--- src/rtl/cnt12_pkg.sv ---
`default_nettype none
// ============================================================================
// Module      : cnt12_pkg
// Description : Shared types, constants and mod-12 helper for the cnt12
//               position scheduler.
// Revision    : 1.0 - initial release
// ============================================================================
package cnt12_pkg;

    localparam logic [3:0] CNT12_MAX  = 4'd11;
    localparam logic [3:0] CNT12_HALF = 4'd6;

    typedef enum logic [1:0] {
        IDLE = 2'd0,
        MOVE = 2'd1,
        DONE = 2'd2
    } sched_state_t;

    typedef enum logic {
        REQ_A = 1'b0,
        REQ_B = 1'b1
    } req_id_t;

    // Forward (upward) distance from pos to target around the 12-position ring.
    // Both operands are expected in 0..11; a 5-bit sum keeps target+12 exact.
    function automatic logic [3:0] mod12_diff(input logic [3:0] target,
                                              input logic [3:0] pos);
        logic [4:0] sum;
        sum = {1'b0, target} + 5'd12 - {1'b0, pos};
        if (sum >= 5'd12) begin
            sum = sum - 5'd12;
        end
        return sum[3:0];
    endfunction

endpackage
`default_nettype wire

--- src/rtl/cnt12_sched_if.sv ---
`default_nettype none
// ============================================================================
// Module      : cnt12_sched_if
// Description : Request handshakes and status outputs of the cnt12 position
//               scheduler. master = requester/observer side, slave = scheduler.
// Revision    : 1.0 - initial release
// ============================================================================
interface cnt12_sched_if;

    logic       req_a_valid;
    logic [3:0] req_a_target;
    logic       req_a_ready;
    logic       req_b_valid;
    logic [3:0] req_b_target;
    logic       req_b_ready;
    logic [3:0] pos;
    logic       busy;
    logic       dir_up;
    logic       done_a;
    logic       done_b;
    logic       err;

    modport master (
        output req_a_valid, req_a_target, req_b_valid, req_b_target,
        input  req_a_ready, req_b_ready, pos, busy, dir_up, done_a, done_b, err
    );

    modport slave (
        input  req_a_valid, req_a_target, req_b_valid, req_b_target,
        output req_a_ready, req_b_ready, pos, busy, dir_up, done_a, done_b, err
    );

endinterface
`default_nettype wire

--- src/rtl/cnt12_step.sv ---
`default_nettype none
// ============================================================================
// Module      : cnt12_step
// Description : Mod-12 up/down counter. One step per enabled cycle, ud=1
//               counts up (11 -> 0 wrap), ud=0 counts down (0 -> 11 wrap).
// Revision    : 1.0 - initial release
// ============================================================================
module cnt12_step
    import cnt12_pkg::*;
(
    input  wire logic       clk,
    input  wire logic       reset,
    input  wire logic       enable,
    input  wire logic       ud,
    output logic [3:0]      q
);

    // Single-step position update with wrap at both ends of the ring.
    always_ff @(posedge clk) begin
        if (reset) begin
            q <= 4'd0;
        end else if (enable) begin
            if (ud) begin
                q <= (q >= CNT12_MAX) ? 4'd0 : q + 4'd1;
            end else begin
                q <= ((q == 4'd0) || (q > CNT12_MAX)) ? CNT12_MAX : q - 4'd1;
            end
        end
    end

endmodule
`default_nettype wire

--- src/rtl/cnt12_sched.sv ---
`default_nettype none
// ============================================================================
// Module      : cnt12_sched
// Description : Round-robin position scheduler for a shared mod-12 counter.
//               Grants one of two requesters, moves the counter along the
//               shortest wrap-around path at one step per STEP_DIV cycles,
//               and pulses done to the winner.
// Options     : CNT12_SCHED_TARGET_CHECK_EN - reject targets above 11 (no
//               motion, err pulses with done) instead of clamping them to 11.
// Revision    : 1.0 - initial release
// ============================================================================
module cnt12_sched
    import cnt12_pkg::*;
#(
    parameter int STEP_DIV = 4,
    parameter int PDIV_W   = 8
)(
    input  wire logic   clk,
    input  wire logic   reset,
    cnt12_sched_if.slave bus
);

    localparam logic [PDIV_W-1:0] PRESC_LAST = PDIV_W'(STEP_DIV - 1);

    sched_state_t      state;
    req_id_t           last_grant;
    req_id_t           cur_id;
    logic [3:0]        target;
    logic              bad_target;
    logic [PDIV_W-1:0] presc;
    logic              busy_r;
    logic              dir_r;
    logic              done_a_r;
    logic              done_b_r;
    logic              err_r;

    logic [3:0]        pos;
    logic              grant_a;
    logic              grant_b;
    logic              accept;
    req_id_t           grant_id;
    logic [3:0]        req_target;
    logic              req_bad;
    logic              accept_bad;
    logic [3:0]        eff_target;
    logic [3:0]        fwd;
    logic              at_target;
    logic              step_en;

    // Round-robin grant: on contention the requester not served last wins.
    always_comb begin
        grant_a = 1'b0;
        grant_b = 1'b0;
        if (state == IDLE) begin
            if (bus.req_a_valid && bus.req_b_valid) begin
                grant_a = (last_grant == REQ_B);
                grant_b = (last_grant == REQ_A);
            end else begin
                grant_a = bus.req_a_valid;
                grant_b = bus.req_b_valid;
            end
        end
    end

    // A grant is only ever given to a valid requester, so grant == transfer.
    assign accept     = grant_a | grant_b;
    assign grant_id   = grant_b ? REQ_B : REQ_A;
    assign req_target = grant_b ? bus.req_b_target : bus.req_a_target;
    assign req_bad    = (req_target > CNT12_MAX);
    assign eff_target = req_bad ? CNT12_MAX : req_target;
    assign fwd        = mod12_diff(eff_target, pos);

`ifdef CNT12_SCHED_TARGET_CHECK_EN
    assign accept_bad = req_bad;
`else
    assign accept_bad = 1'b0;
`endif

    assign at_target = (pos == target);
    assign step_en   = (state == MOVE) && !at_target && !bad_target &&
                       (presc == PRESC_LAST);

    // Scheduler FSM: arbitration, move pacing and registered status outputs.
    always_ff @(posedge clk) begin
        if (reset) begin
            state      <= IDLE;
            last_grant <= REQ_B;
            cur_id     <= REQ_A;
            target     <= 4'd0;
            bad_target <= 1'b0;
            presc      <= '0;
            busy_r     <= 1'b0;
            dir_r      <= 1'b1;
            done_a_r   <= 1'b0;
            done_b_r   <= 1'b0;
            err_r      <= 1'b0;
        end else begin
            done_a_r <= 1'b0;
            done_b_r <= 1'b0;
            err_r    <= 1'b0;
            case (state)
                IDLE: begin
                    if (accept) begin
                        target     <= eff_target;
                        bad_target <= accept_bad;
                        cur_id     <= grant_id;
                        last_grant <= grant_id;
                        presc      <= '0;
                        busy_r     <= 1'b1;
                        // Zero distance (or a rejected target) keeps the old direction.
                        if ((fwd != 4'd0) && !accept_bad) begin
                            dir_r <= (fwd <= CNT12_HALF);
                        end
                        state <= MOVE;
                    end
                end
                MOVE: begin
                    if (at_target || bad_target) begin
                        done_a_r <= (cur_id == REQ_A);
                        done_b_r <= (cur_id == REQ_B);
                        err_r    <= bad_target;
                        state    <= DONE;
                    end else if (presc == PRESC_LAST) begin
                        presc <= '0;
                    end else begin
                        presc <= presc + 1'b1;
                    end
                end
                DONE: begin
                    busy_r <= 1'b0;
                    state  <= IDLE;
                end
                default: begin
                    state <= IDLE;
                end
            endcase
        end
    end

    cnt12_step u_step (
        .clk    (clk),
        .reset  (reset),
        .enable (step_en),
        .ud     (dir_r),
        .q      (pos)
    );

    assign bus.req_a_ready = grant_a;
    assign bus.req_b_ready = grant_b;
    assign bus.pos         = pos;
    assign bus.busy        = busy_r;
    assign bus.dir_up      = dir_r;
    assign bus.done_a      = done_a_r;
    assign bus.done_b      = done_b_r;
`ifdef CNT12_SCHED_TARGET_CHECK_EN
    assign bus.err         = err_r;
`else
    assign bus.err         = 1'b0;
`endif

endmodule
`default_nettype wire

--- src/flat_wrapper.sv ---
// flat-port wrapper written by rule: the top's interface ports become plain ports
module cnt12_sched_flat import cnt12_pkg::*;
#(
    parameter int STEP_DIV = 4,
    parameter int PDIV_W   = 8
)
  (clk, reset, bus_req_a_valid, bus_req_a_target, bus_req_b_valid, bus_req_b_target, bus_req_a_ready, bus_req_b_ready, bus_pos, bus_busy, bus_dir_up, bus_done_a, bus_done_b, bus_err);
  cnt12_sched_if bus_i ();
  input  wire logic clk;
  input  wire logic reset;
  input wire logic [$bits(bus_i.req_a_valid)-1:0] bus_req_a_valid;
  input wire logic [$bits(bus_i.req_a_target)-1:0] bus_req_a_target;
  input wire logic [$bits(bus_i.req_b_valid)-1:0] bus_req_b_valid;
  input wire logic [$bits(bus_i.req_b_target)-1:0] bus_req_b_target;
  output wire logic [$bits(bus_i.req_a_ready)-1:0] bus_req_a_ready;
  output wire logic [$bits(bus_i.req_b_ready)-1:0] bus_req_b_ready;
  output wire logic [$bits(bus_i.pos)-1:0] bus_pos;
  output wire logic [$bits(bus_i.busy)-1:0] bus_busy;
  output wire logic [$bits(bus_i.dir_up)-1:0] bus_dir_up;
  output wire logic [$bits(bus_i.done_a)-1:0] bus_done_a;
  output wire logic [$bits(bus_i.done_b)-1:0] bus_done_b;
  output wire logic [$bits(bus_i.err)-1:0] bus_err;
  assign bus_i.req_a_valid = bus_req_a_valid;
  assign bus_i.req_a_target = bus_req_a_target;
  assign bus_i.req_b_valid = bus_req_b_valid;
  assign bus_i.req_b_target = bus_req_b_target;
  assign bus_req_a_ready = bus_i.req_a_ready;
  assign bus_req_b_ready = bus_i.req_b_ready;
  assign bus_pos = bus_i.pos;
  assign bus_busy = bus_i.busy;
  assign bus_dir_up = bus_i.dir_up;
  assign bus_done_a = bus_i.done_a;
  assign bus_done_b = bus_i.done_b;
  assign bus_err = bus_i.err;
  cnt12_sched #(.STEP_DIV(STEP_DIV), .PDIV_W(PDIV_W)) u_core (.clk(clk), .reset(reset), .bus(bus_i));
endmodule
--- config.mk ---
export PLATFORM = sky130hd
export DESIGN_NAME = cnt12_sched_flat
export DESIGN_NICKNAME = d
export VERILOG_FILES = /design/src/rtl/cnt12_pkg.sv /design/src/rtl/cnt12_sched_if.sv /design/src/rtl/cnt12_step.sv /design/src/rtl/cnt12_sched.sv /design/src/flat_wrapper.sv
export SDC_FILE = /design/constraint.sdc
export NUM_CORES = 1
export LEC_CHECK = 0
export CAP_MARGIN = 20
export CORE_ASPECT_RATIO = 0.8
export CORE_MARGIN = 2
export CORE_UTILIZATION = 54
export CTS_BUF_LIST = sky130_fd_sc_hd__clkbuf_4
export CTS_CLUSTER_DIAMETER = 80
export DETAILED_ROUTE_END_ITERATION = 16
export PLACE_DENSITY = 0.79
export SYNTH_ARGS = -nofsm -noshare
export SYNTH_HDL_FRONTEND = slang
export SYNTH_SLANG_ARGS = --single-unit
--- constraint.sdc ---
create_clock -name clk -period 3.45 [get_ports clk]
set_input_delay 0.69 -clock clk [delete_from_list [all_inputs] [get_ports clk]]
set_output_delay 0.69 -clock clk [all_outputs]
set_load 0.05 [all_outputs]
* Word level (Yosys, flattened, before mapping)
Index checks and enable logic that the tools add are counted.
Word-level totals: register bits 24, latch bits 0, memory bits (writable) 0, memory bits (read-only) 0, input port bits 12, logic and storage cells 69, memories kept 0
Cells by class: $add $sub $neg 6, multipliers 0, div/mod/pow operators 0, $lt $le $gt $ge 5, equality and inequality tests 7, shifts and indexed selects 0, muxes and demuxes 20, bitwise operators 5, reductions and logical operators 16
Operators by type and width (count):
- $mux W4 | 6
- $mux W8 | 3
- $pmux W8 S2 | 1
- $add A8 B1 Y8 const B | 1
- $eq A8 B2 Y1 const B | 1
- $gt A4 B4 Y1 const B | 2
- $mux W1 | 6
- $reduce_and A2 Y1 | 3
- $reduce_and A3 Y1 | 2
- $add A4 B4 Y5 const B | 1
- $ge A5 B4 Y1 const B | 1
- $sub A5 B4 Y5 | 1
- $add A4 B1 Y4 const B | 1
- $eq A4 B4 Y1 | 1
- $ge A4 B4 Y1 const B | 1
- $le A4 B3 Y1 const B | 1
- $logic_not A4 Y1 | 1
- $mux W2 | 2
- $ne A2 B2 Y1 const B | 2
- $not A1 Y1 | 4
- $pmux W2 S2 | 1
- $reduce_bool A2 Y1 | 2
- $reduce_bool A4 Y1 | 1
- $sub A4 B1 Y4 const B | 1
- other kinds (11) | 13

* Depth between registers and ports, before layout
Gate-level depths: netlist of the first run.
word-level depth 12, depth in mapped cells 13

* Cells and area by module
From an unflattened synthesis of the first run, not the netlist that was laid out.
Unflattened totals: cells, all modules 202, area, all modules 1700.4 um2
By module, submodules not included:
- cnt12_sched | times used 1, cells each 165, area an instance 1346.3 um2, seq. area each 400.4 um2
- cnt12_step | times used 1, cells each 37, area an instance 354.1 um2, seq. area each 80.1 um2

* Worst setup path after synthesis of the first run
Ideal clock, no wire load.
kind input to register, start input port bus_req_a_valid, end register u_core.dir_r (netlist: u_core.bus.dir_up), arrival time 2.883 ns, required time 3.325 ns, slack 0.442 ns, cell stages on the path 11, cells stage by stage nand2_1 -> nand3_1 -> mux2_2 -> ha_1 -> inv_1 -> ha_1 -> inv_1 -> fa_1 -> o32ai_1 -> a21boi_0 -> o41a_1
On the way: longest elaborated chain between the ends 12, elaborated cells on any way between the ends 17, classes of those cells 3 x add/sub; 3 x order compare; 7 x mux; 1 x bitwise; 3 x reduce/logical
Ends and longest elaborated chain:
- start: declaration | line flat_wrapper.sv:11 | input wire logic [$bits(bus_i.req_a_valid)-1:0] bus_req_a_valid;
- parallel branches: the longest is 12 deep, another holds $add A4 B4 Y5
- end signal: assignment | line cnt12_sched.sv:112 | dir_r <= (fwd <= CNT12_HALF);
- end: declaration | line cnt12_sched.sv:32 | logic dir_r;
Several ways; the timed one is not identified. A chain may end at the register's enable or synchronous reset.

* Worst setup path after layout of the first run
start input port bus_req_b_valid, end register u_core.dir_r (netlist: u_core.bus.dir_up)
On the way: longest elaborated chain between the ends 12, elaborated cells on any way between the ends 17, classes of those cells 3 x add/sub; 3 x order compare; 7 x mux; 1 x bitwise; 3 x reduce/logical
Ends and longest elaborated chain:
- start: declaration | line flat_wrapper.sv:13 | input wire logic [$bits(bus_i.req_b_valid)-1:0] bus_req_b_valid;
- $logic_and A1 B1 Y1 | line cnt12_sched.sv:55 | if (bus.req_a_valid && bus.req_b_valid) begin
- $mux W1 (*) | line cnt12_sched.sv:55
- $mux W1 (*) | line cnt12_sched.sv:54 | if (state == IDLE) begin
- $mux W4 (*) | line cnt12_sched.sv:68 | assign req_target = grant_b ? bus.req_b_target : bus.req_a_target;
- $gt A4 B4 Y1 | line cnt12_sched.sv:69 | assign req_bad = (req_target > CNT12_MAX);
- $mux W4 (*) | line cnt12_sched.sv:70 | assign eff_target = req_bad ? CNT12_MAX : req_target;
- net u_core.eff_target[1] | line cnt12_sched.sv:45 | logic [3:0] eff_target;
- $add A4 B4 Y5 (*) | line cnt12_pkg.sv:29 | sum = {1'b0, target} + 5'd12 - {1'b0, pos};
- $sub A5 B4 Y5 (*) | line cnt12_pkg.sv:29
- $sub A4 B4 Y4 / $ge A5 B4 Y1 (equally long branches) | line cnt12_pkg.sv:31, cnt12_pkg.sv:30
- $mux W4 (*) | line cnt12_pkg.sv:30 | if (sum >= 5'd12) begin
- parallel branches: the longest is 2 deep, another holds $le A4 B3 Y1
Mark *: on every way through the listed nets, which the timed path passes.

==> metrics.log, run 1 <==
INFO  metric timing.critical_path.buf_inv = 2
INFO  metric route.detailed.drc = 0
INFO  metric worst_setup_path_end_kind = flip-flop
INFO  metric final_layout_size_suffix_gt1_share = between 10% and 20%
INFO  metric vias_per_cell = 5.73
INFO  metric min_period = 3250 ps
INFO  metric path_length_in_cells_of_the_critical_path = 10
INFO  metric timing.rr.start = u_core.state[1]
INFO  metric antenna_violations_before_repair = 0
INFO  metric ff2ff_path_depth = 10
INFO  metric power.ir.vdd_worst = slightly below 0.3 mV
INFO  metric clkSinkCount = 24
INFO  metric flow.area_growth_from_synthesis = 20.9%
INFO  metric firstDrtPassIters = 4
INFO  metric numPortBuffers = 21
INFO  metric total_inserted_antenna_cells = 0
INFO  metric met2WireLength = approximately 1800 µm
INFO  metric pwr_density_cell = roughly 410 nW/µm²
INFO  metric combinationalPowerShare = about a third
INFO  metric pwr-share-seq = around two fifths
INFO  metric met1_length = 1730 µm
INFO  metric core_region_area = roughly 2800 µm²
INFO  metric critical_path_class = in -> reg
INFO  metric clockBufferDepth = 2
INFO  metric timing_max_transition_violations_final = 0
INFO  metric power.share.switching = between 30% and 40%
INFO  metric cp.required = around 3700 ps
INFO  metric worstHoldPathType = reg -> reg
INFO  metric layout.cells.non_filler = 250
INFO  metric io_pins = 23
INFO  metric synthDominantAreaCellType = sky130_fd_sc_hd__dfxtp_1
INFO  metric grt_max_degree = 19
INFO  metric met3_wirelength = about 110 µm
INFO  metric p_sw = between 200 and 300 µW
INFO  metric finalWirelength = ~3700 µm
INFO  metric critical_path_arrival = 3470 ps
INFO  metric timing.clock.skew = around 8.2 ps
INFO  metric htree_levels = 1
INFO  metric wire_per_inst = approximately 15 µm
INFO  metric synth_enable_flop_cells = 0
INFO  metric crit_top_cell = sky130_fd_sc_hd__ha_1
INFO  metric clockRootBuffer = sky130_fd_sc_hd__clkbuf_4
INFO  metric post_synth_design_cell_area = 1600 µm²
INFO  metric cpLargestDelayFamily = adder cells
INFO  metric status = finished clean
INFO  metric final_net_count = roughly 240
INFO  metric synth_seq_cells = 24
INFO  metric unrepaired_setup_endpoints_after_global_routing = false
INFO  metric setup.worst_path.end = u_core.bus.dir_up
INFO  metric grt_pass1_wl = between 6000 and 7000 µm
INFO  metric numPlacedInstances = around 250
INFO  metric finalSetupViolCount = 0
INFO  metric detail-route-antenna-nets = 0
INFO  metric synth_cell_types = 47
INFO  metric minimum_setup_slack_after_placement = -306 ps
INFO  metric worst_setup_path_start_kind = primary input
INFO  metric synth_seq_area_share = 30.1%
INFO  metric vias_in_the_first_global_route = 1351
INFO  metric initial_utilization = between 50% and 60%
INFO  metric worstPathCellList = clkdlybuf4s50_1, nand3_2, mux2i_2, ha_1, ha_1, inv_1, fa_2, o32ai_1, a21boi_0, o41a_1
INFO  metric ff2ff_setup_slack = just over 400 ps
INFO  metric final-hold-violation-count = 0
INFO  metric synthesis.instances = 190
INFO  metric cts_post_setup_buffers_inserted = 0
INFO  metric netlist_top_cells_area = sky130_fd_sc_hd__dfxtp_1 30%, sky130_fd_sc_hd__ha_1 7.8%, sky130_fd_sc_hd__a21oi_1 6.0%, sky130_fd_sc_hd__xor2_1 4.9%, sky130_fd_sc_hd__nor2_1 4.5%
INFO  metric clock_share_of_power = between 20% and 30%
INFO  metric synthesis.yosys.warnings = 0
INFO  metric final.setup.worst_slack = 198 ps
INFO  metric cts.reportedPaths.clkPinSlew = 140 ps
INFO  metric worst_r2r_endpoint = u_core.bus.dir_up
INFO  metric fmax = slightly above 300 MHz
INFO  metric timing_worst_slew_pin_value = about 730 ps
INFO  metric vias = between 1000 and 1500
INFO  metric cpPeakStageDelay = 550 ps
INFO  metric die_area = between 3000 and 4000 µm²
INFO  metric overflow = 0
INFO  metric power_internal = around 520 µW
INFO  metric synthFlopType = sky130_fd_sc_hd__dfxtp_1
INFO  metric relSlewSlack = between 50% and 60%
INFO  metric die_x = around 65 µm
INFO  metric synthDominantCellAreaShare = a little under a third
INFO  metric dp_hpwl = 2840 µm
INFO  metric syn-num-nets = around 210
INFO  metric cts_inserted_buffers = 3
INFO  metric path_max_fanout = 6
INFO  metric critical-path-slowest-cell = sky130_fd_sc_hd__clkdlybuf4s50_1
INFO  metric cap_violations = 0
INFO  metric cellLeakagePower = between 0.0007 and 0.0008 µW
INFO  metric core.rowCount = 17
INFO  metric layout_worst_path_cycle_share = a little over nine tenths
INFO  metric groute.usage.overall = a little under a quarter
INFO  metric overall_die_height = 52.6 µm
INFO  metric synthArstFlopShare = 0%
INFO  metric hold-path-cell-count = 1
INFO  metric worst_skew_pair.late_latency = 320 ps
INFO  metric top_layer_used = met4
INFO  metric p_total = approximately 780 µW
INFO  metric mean_cell_area_of_the_mapped_netlist = 8.40 µm²
INFO  metric drt_iter0_markers = 73
INFO  metric cts_tree = yes
INFO  metric gp_congestion = 0.880
INFO  metric crit_start = bus_req_b_valid
==> power by group through the flow <==
stage / Sequential, µW / Clock (µW) / Combinational, µW
5_1_grt: 320 / 219 / 283
3_3_place_gp: 322 / 0 / 238
4_1_cts: 317 / 210 / 250
3_5_place_dp: 324 / 0 / 249
6_report: 318 / 205 / 258
2_1_floorplan: 340 / 0 / 158
==> cell usage after synthesis (4+ instances only) <==
| master | count |
|---|---|
| sky130_fd_sc_hd__mux2i_1 | 4 |
| sky130_fd_sc_hd__a211oi_1 | 5 |
| sky130_fd_sc_hd__ha_1 | 10 |
| sky130_fd_sc_hd__nor2_1 | 19 |
| sky130_fd_sc_hd__a21oi_1 | 19 |
| sky130_fd_sc_hd__nor3_1 | 4 |
| sky130_fd_sc_hd__dfxtp_1 | 24 |
| sky130_fd_sc_hd__and3_1 | 4 |
| sky130_fd_sc_hd__xor2_1 | 9 |
| sky130_fd_sc_hd__nor2b_1 | 4 |
| sky130_fd_sc_hd__and2_1 | 6 |
| sky130_fd_sc_hd__inv_1 | 16 |
| sky130_fd_sc_hd__nand2_1 | 7 |
| sky130_fd_sc_hd__o21ai_0 | 7 |
==> registers in the layout (all words and copies together) (netlist names) <==
signal             cells
u_core.cur_id          1
u_core.bus.dir_up      1
u_core.bus.busy        1
u_core.last_grant      1
u_core.target          4
u_core.presc           8
u_core.bus.done_a      1
u_core.u_step.q        4
u_core.state           2
u_core.bus.done_b      1
==> layout make-up <==
| type | instances | area [µm²] |
|---|---|---|
| clock buffer | 3 | 22.5 |
| clock inverter | 1 | 30.0 |
| fill | 230 | 858 |
| inverter | 16 | 60.1 |
| multi-input combinational | 141 | 1030 |
| sequential | 24 | 480 |
| tap | 38 | 47.5 |
| timing repair buffer | 27 | 255 |
==> cell families after synthesis <==
family	after synthesis	synth area share, %
AO/OA/AOI/OAI	50	22.3
XOR/XNOR	13	7.61
adder cells (fa/ha/maj)	11	9.10
buffers and inverters	25	6.82
flip-flops	24	30.1
multiplexers	5	3.22
other	1	0.235
AND/OR/NAND/NOR	61	20.6
==> placed cells by master (no fill, tap or decap), types with 6 or more instances in the layout <==
cell type and count:
sky130_fd_sc_hd__dfxtp_1 24, sky130_fd_sc_hd__nor2_1 19, sky130_fd_sc_hd__clkdlybuf4s50_1 19, sky130_fd_sc_hd__a21oi_1 18
sky130_fd_sc_hd__inv_1 16, sky130_fd_sc_hd__ha_1 10, sky130_fd_sc_hd__xor2_1 8, sky130_fd_sc_hd__nand2_1 7
sky130_fd_sc_hd__o21ai_0 7, sky130_fd_sc_hd__buf_4 7, sky130_fd_sc_hd__and2_1 6
==> metal layers <==
layer	up-vias	GRT usage, %
met4	0	4.26
li1	722	-
met5	-	0
met3	2	4.73
met2	24	42.6
met1	685	29.6
==> worst min path at each step <==
stage	start	endpoint	slack [ps]
2_1_floorplan	u_core.cur_id	u_core.bus.done_a	420
3_3_place_gp	u_core.cur_id	u_core.bus.done_a	440
3_5_place_dp	u_core.cur_id	u_core.bus.done_a	450
4_1_cts	u_core.cur_id	u_core.bus.done_a	470
5_1_grt	u_core.cur_id	u_core.bus.done_a	510
6_report	u_core.cur_id	u_core.bus.done_a	470
==> what timing repair did <==
item                                    CTS  global route
gates resized for setup                   0             7
hold buffers                              0             0
endpoints found under the setup margin    0             1
==> metrics by stage <==
stage	instance area, µm²	hold slack [ps]	TNS, ps	utilization (%)
finish	1930	465	0	69.2
global route	1930	505	0	69.2
CTS	1900	470	0	68.2
detailed placement	1850	452	-306	66.3
global placement	1850	436	-163	66.3
floorplan	1600	416	0	-
(Power assumes the default switching activity.)
==> run 2, diff against run 1 <==
--- a/config.mk
+++ b/config.mk
@@ -13,6 +13,7 @@
 export CTS_CLUSTER_DIAMETER = 80
 export DETAILED_ROUTE_END_ITERATION = 16
 export PLACE_DENSITY = 0.79
+export RECOVER_POWER = 100
 export SYNTH_ARGS = -nofsm -noshare
 export SYNTH_HDL_FRONTEND = slang
 export SYNTH_SLANG_ARGS = --single-unit
==> metrics.log, run 2 (synthesis results as in run 1) <==
INFO  metric setup.worst_path.end = u_core.bus.dir_up
INFO  metric minimum_setup_slack_after_placement = -306 ps (unchanged)
INFO  metric grt_pass1_wl = 6180 µm (unchanged)
INFO  metric final.setup.worst_slack = 202 ps (+3.29 ps)
INFO  metric power.ir.vdd_worst = 0.291 mV (-0.13%)
INFO  metric min_period = 3250 ps (-3.29 ps)
INFO  metric cts_inserted_buffers = 3 (unchanged)
INFO  metric finalWirelength = 3700 µm (+0.98%)
INFO  metric cpLargestDelayFamily = adder cells
INFO  metric finalSetupViolCount = 0 (unchanged)
INFO  metric gp_congestion = 0.880 (unchanged)
INFO  metric cts_tree = yes
INFO  metric clkSinkCount = 24 (unchanged)
INFO  metric multiInputGateArea = 1010 µm² (-2.3%)
INFO  metric worstPathCellList = clkdlybuf4s50_1, nand3_2, mux2_2, ha_1, inv_1, ha_1, inv_1, fa_2, o32ai_1, a21boi_0, o41a_1
INFO  metric groute.usage.overall = 23.6% (unchanged)
INFO  metric cap_violations = 0 (unchanged)
INFO  metric cpPeakStageDelay = 550 ps (about the same)
INFO  metric overall_die_height = 52.6 µm (unchanged)
INFO  metric antenna_violations_before_repair = 0 (unchanged)
INFO  metric critical-path-slowest-cell = sky130_fd_sc_hd__clkdlybuf4s50_1
INFO  metric die_x = 64.8 µm (unchanged)
INFO  metric crit_start = bus_req_b_valid
INFO  metric p_total = 770 µW (-1.5%)
INFO  metric timing.clock.skew = 8.58 ps (+0.369 ps)
INFO  metric timing_worst_slew_pin_value = 952 ps (+218 ps)
INFO  metric ff2ff_setup_slack = 420 ps (about the same)
INFO  metric biggestRegsByFlops = u_core.presc: 8 flops, u_core.target: 4 flops, u_core.u_step.q: 4 flops
INFO  metric timing_max_transition_violations_final = 0 (unchanged)
INFO  metric fmax = 308 MHz (+0.10%)
INFO  metric core_region_area = 2790 µm² (unchanged)
INFO  metric worst_setup_path_start_kind = primary input
INFO  metric grt_max_degree = 19 (unchanged)
INFO  metric top_register = u_core.presc
INFO  metric ff2ff_path_depth = 11 (+1)
INFO  metric clockRootBuffer = sky130_fd_sc_hd__clkbuf_4
INFO  metric dp_hpwl = 2840 µm (unchanged)
INFO  metric layout_common_cells = 24 x sky130_fd_sc_hd__dfxtp_1, 19 x sky130_fd_sc_hd__nor2_1, 18 x sky130_fd_sc_hd__a21oi_1
INFO  metric vias_per_cell = 5.80 (+1.3%)
INFO  metric io_pins = 23 (unchanged)
INFO  metric numPortBuffers = 21 (unchanged)
INFO  metric initial_utilization = 57.3% (unchanged)
INFO  metric worst_r2r_endpoint = u_core.bus.dir_up
INFO  metric timing.critical_path.buf_inv = 3 (+1)
INFO  metric die_area = 3410 µm² (unchanged)
INFO  metric cellLeakagePower = 0.000788 µW (+1.7%)
INFO  metric detail-route-antenna-nets = 0 (unchanged)
INFO  metric vias_in_the_first_global_route = 1351 (unchanged)
INFO  metric setup_tns = 0 ps (unchanged)
INFO  metric worstHoldPathType = reg -> reg
INFO  metric unrepaired_setup_endpoints_after_global_routing = false
INFO  metric core.rowCount = 17 (unchanged)
INFO  metric flow.area_growth_from_synthesis = 18.9%
INFO  metric relSlewSlack = 35.7% (-15 points)
INFO  metric path_length_in_cells_of_the_critical_path = 11 (+1)
INFO  metric total_inserted_antenna_cells = 0 (unchanged)
INFO  metric layout_worst_path_cycle_share = 94.2% (-0.095 points)
INFO  metric overflow = 0 (unchanged)
INFO  metric worst_setup_path_end_kind = flip-flop
INFO  metric critical_path_arrival = 3460 ps (about the same)
INFO  metric wire_per_inst = 14.8 µm (+0.98%)
INFO  metric firstDrtPassIters = 4 (unchanged)
INFO  metric htree_levels = 1 (unchanged)
INFO  metric cts.reportedPaths.clkPinSlew = 140 ps (about the same)
INFO  metric n_fill_cell = 236 (+2.6%)
INFO  metric final_layout_size_suffix_gt1_share = 9.91% (-1.9 points)
INFO  metric largest_register_ffs = 8 (unchanged)
INFO  metric pwr_density_cell = 406 nW/µm² (+0.13%)
INFO  metric drt_iter0_markers = 64 (-12%)
INFO  metric route.detailed.drc = 0 (unchanged)
INFO  metric critical_path_class = in -> reg
INFO  metric worst_skew_pair.late_latency = 320 ps (about the same)
INFO  metric path_max_fanout = 6 (unchanged)
INFO  metric timing.rr.start = u_core.state[1]
INFO  metric final_net_count = 236 (unchanged)
INFO  metric cp.required = 3670 ps (about the same)
INFO  metric layout.cells.most_common = sky130_fd_sc_hd__dfxtp_1
INFO  metric status = finished clean
INFO  metric final-hold-violation-count = 0 (unchanged)
INFO  metric vias = 1451 (+1.3%)
INFO  metric clockBufferDepth = 2 (unchanged)
INFO  metric ff_latch_area = 480 µm² (unchanged)
run 2: changes by cell type in the layout (fill, tap and decap cells not counted):
cell	before	now
sky130_fd_sc_hd__a41oi_4	1	0
sky130_fd_sc_hd__a211oi_2	2	1
sky130_fd_sc_hd__clkdlybuf4s50_1	19	9
sky130_fd_sc_hd__a41oi_1	1	2
sky130_fd_sc_hd__a211oi_1	5	6
sky130_fd_sc_hd__dlygate4sd3_1	0	10
sky130_fd_sc_hd__buf_4	7	5
sky130_fd_sc_hd__clkbuf_1	0	2
run 2: layout make-up:
cell class / count / area share [%]
clock buffers: 3 / 1.19
inverters: 16 / 3.17
multi-input cells: 141 / 53.2
clock inverters: 1 / 1.58
repair buffers: 27 / 13.1
well taps: 38 / 2.51
flip-flops and latches: 24 / 25.3
run 2: what timing repair did:
action / CTS / global route
gates resized for setup: 0 / 7
hold buffers: 0 / 0
endpoints found under the setup margin: 0 / 1
buffers inserted: 0 / 0
run 2: layer usage:
metal	part of all wire, %	up-vias	GRT usage [%]
met5	0	-	0
met4	0.62	0	4.26
met3	4.0	4	4.73
met2	49	35	42.6
met1	46	689	29.6
li1	-	723	-
run 2: stage by stage:
step	area, µm²	util (%)	instances	hold slack, ps
6_report	1900	68.1	250	465
5_1_grt	1900	68.1	250	505
4_1_cts	1900	68.2	250	470
3_5_place_dp	1850	66.3	246	452
3_3_place_gp	1850	66.3	246	436
2_1_floorplan	1600	-	190	416
run 2: worst min-delay path by stage:
stage                             start                 to  slack [ps]  depth (start not counted)
after floorplan           u_core.cur_id  u_core.bus.done_a         420                          1
after global placement    u_core.cur_id  u_core.bus.done_a         440                          1
after detailed placement  u_core.cur_id  u_core.bus.done_a         450                          1
after CTS                 u_core.cur_id  u_core.bus.done_a         470                          1
after global routing      u_core.cur_id  u_core.bus.done_a         510                          1
final                     u_core.cur_id  u_core.bus.done_a         470                          1
run 2: power by group:
part / internal [µW] / switching [µW]
Clock: 118 / 87.7
Sequential: 298 / 19.6
Combinational: 98.2 / 149
Total: 514 / 256
run 2: worst register-to-register path, stage by stage, from the launching register on:
cell and delay [ps]:
sky130_fd_sc_hd__dfxtp_1 360, sky130_fd_sc_hd__nor2_1 300, sky130_fd_sc_hd__nand3_2 200, sky130_fd_sc_hd__mux2_2 320, sky130_fd_sc_hd__ha_1 180, sky130_fd_sc_hd__inv_1 50, sky130_fd_sc_hd__ha_1 150, sky130_fd_sc_hd__inv_1 70
sky130_fd_sc_hd__fa_2 530, sky130_fd_sc_hd__o32ai_1 250, sky130_fd_sc_hd__a21boi_0 140, sky130_fd_sc_hd__o41a_1 370
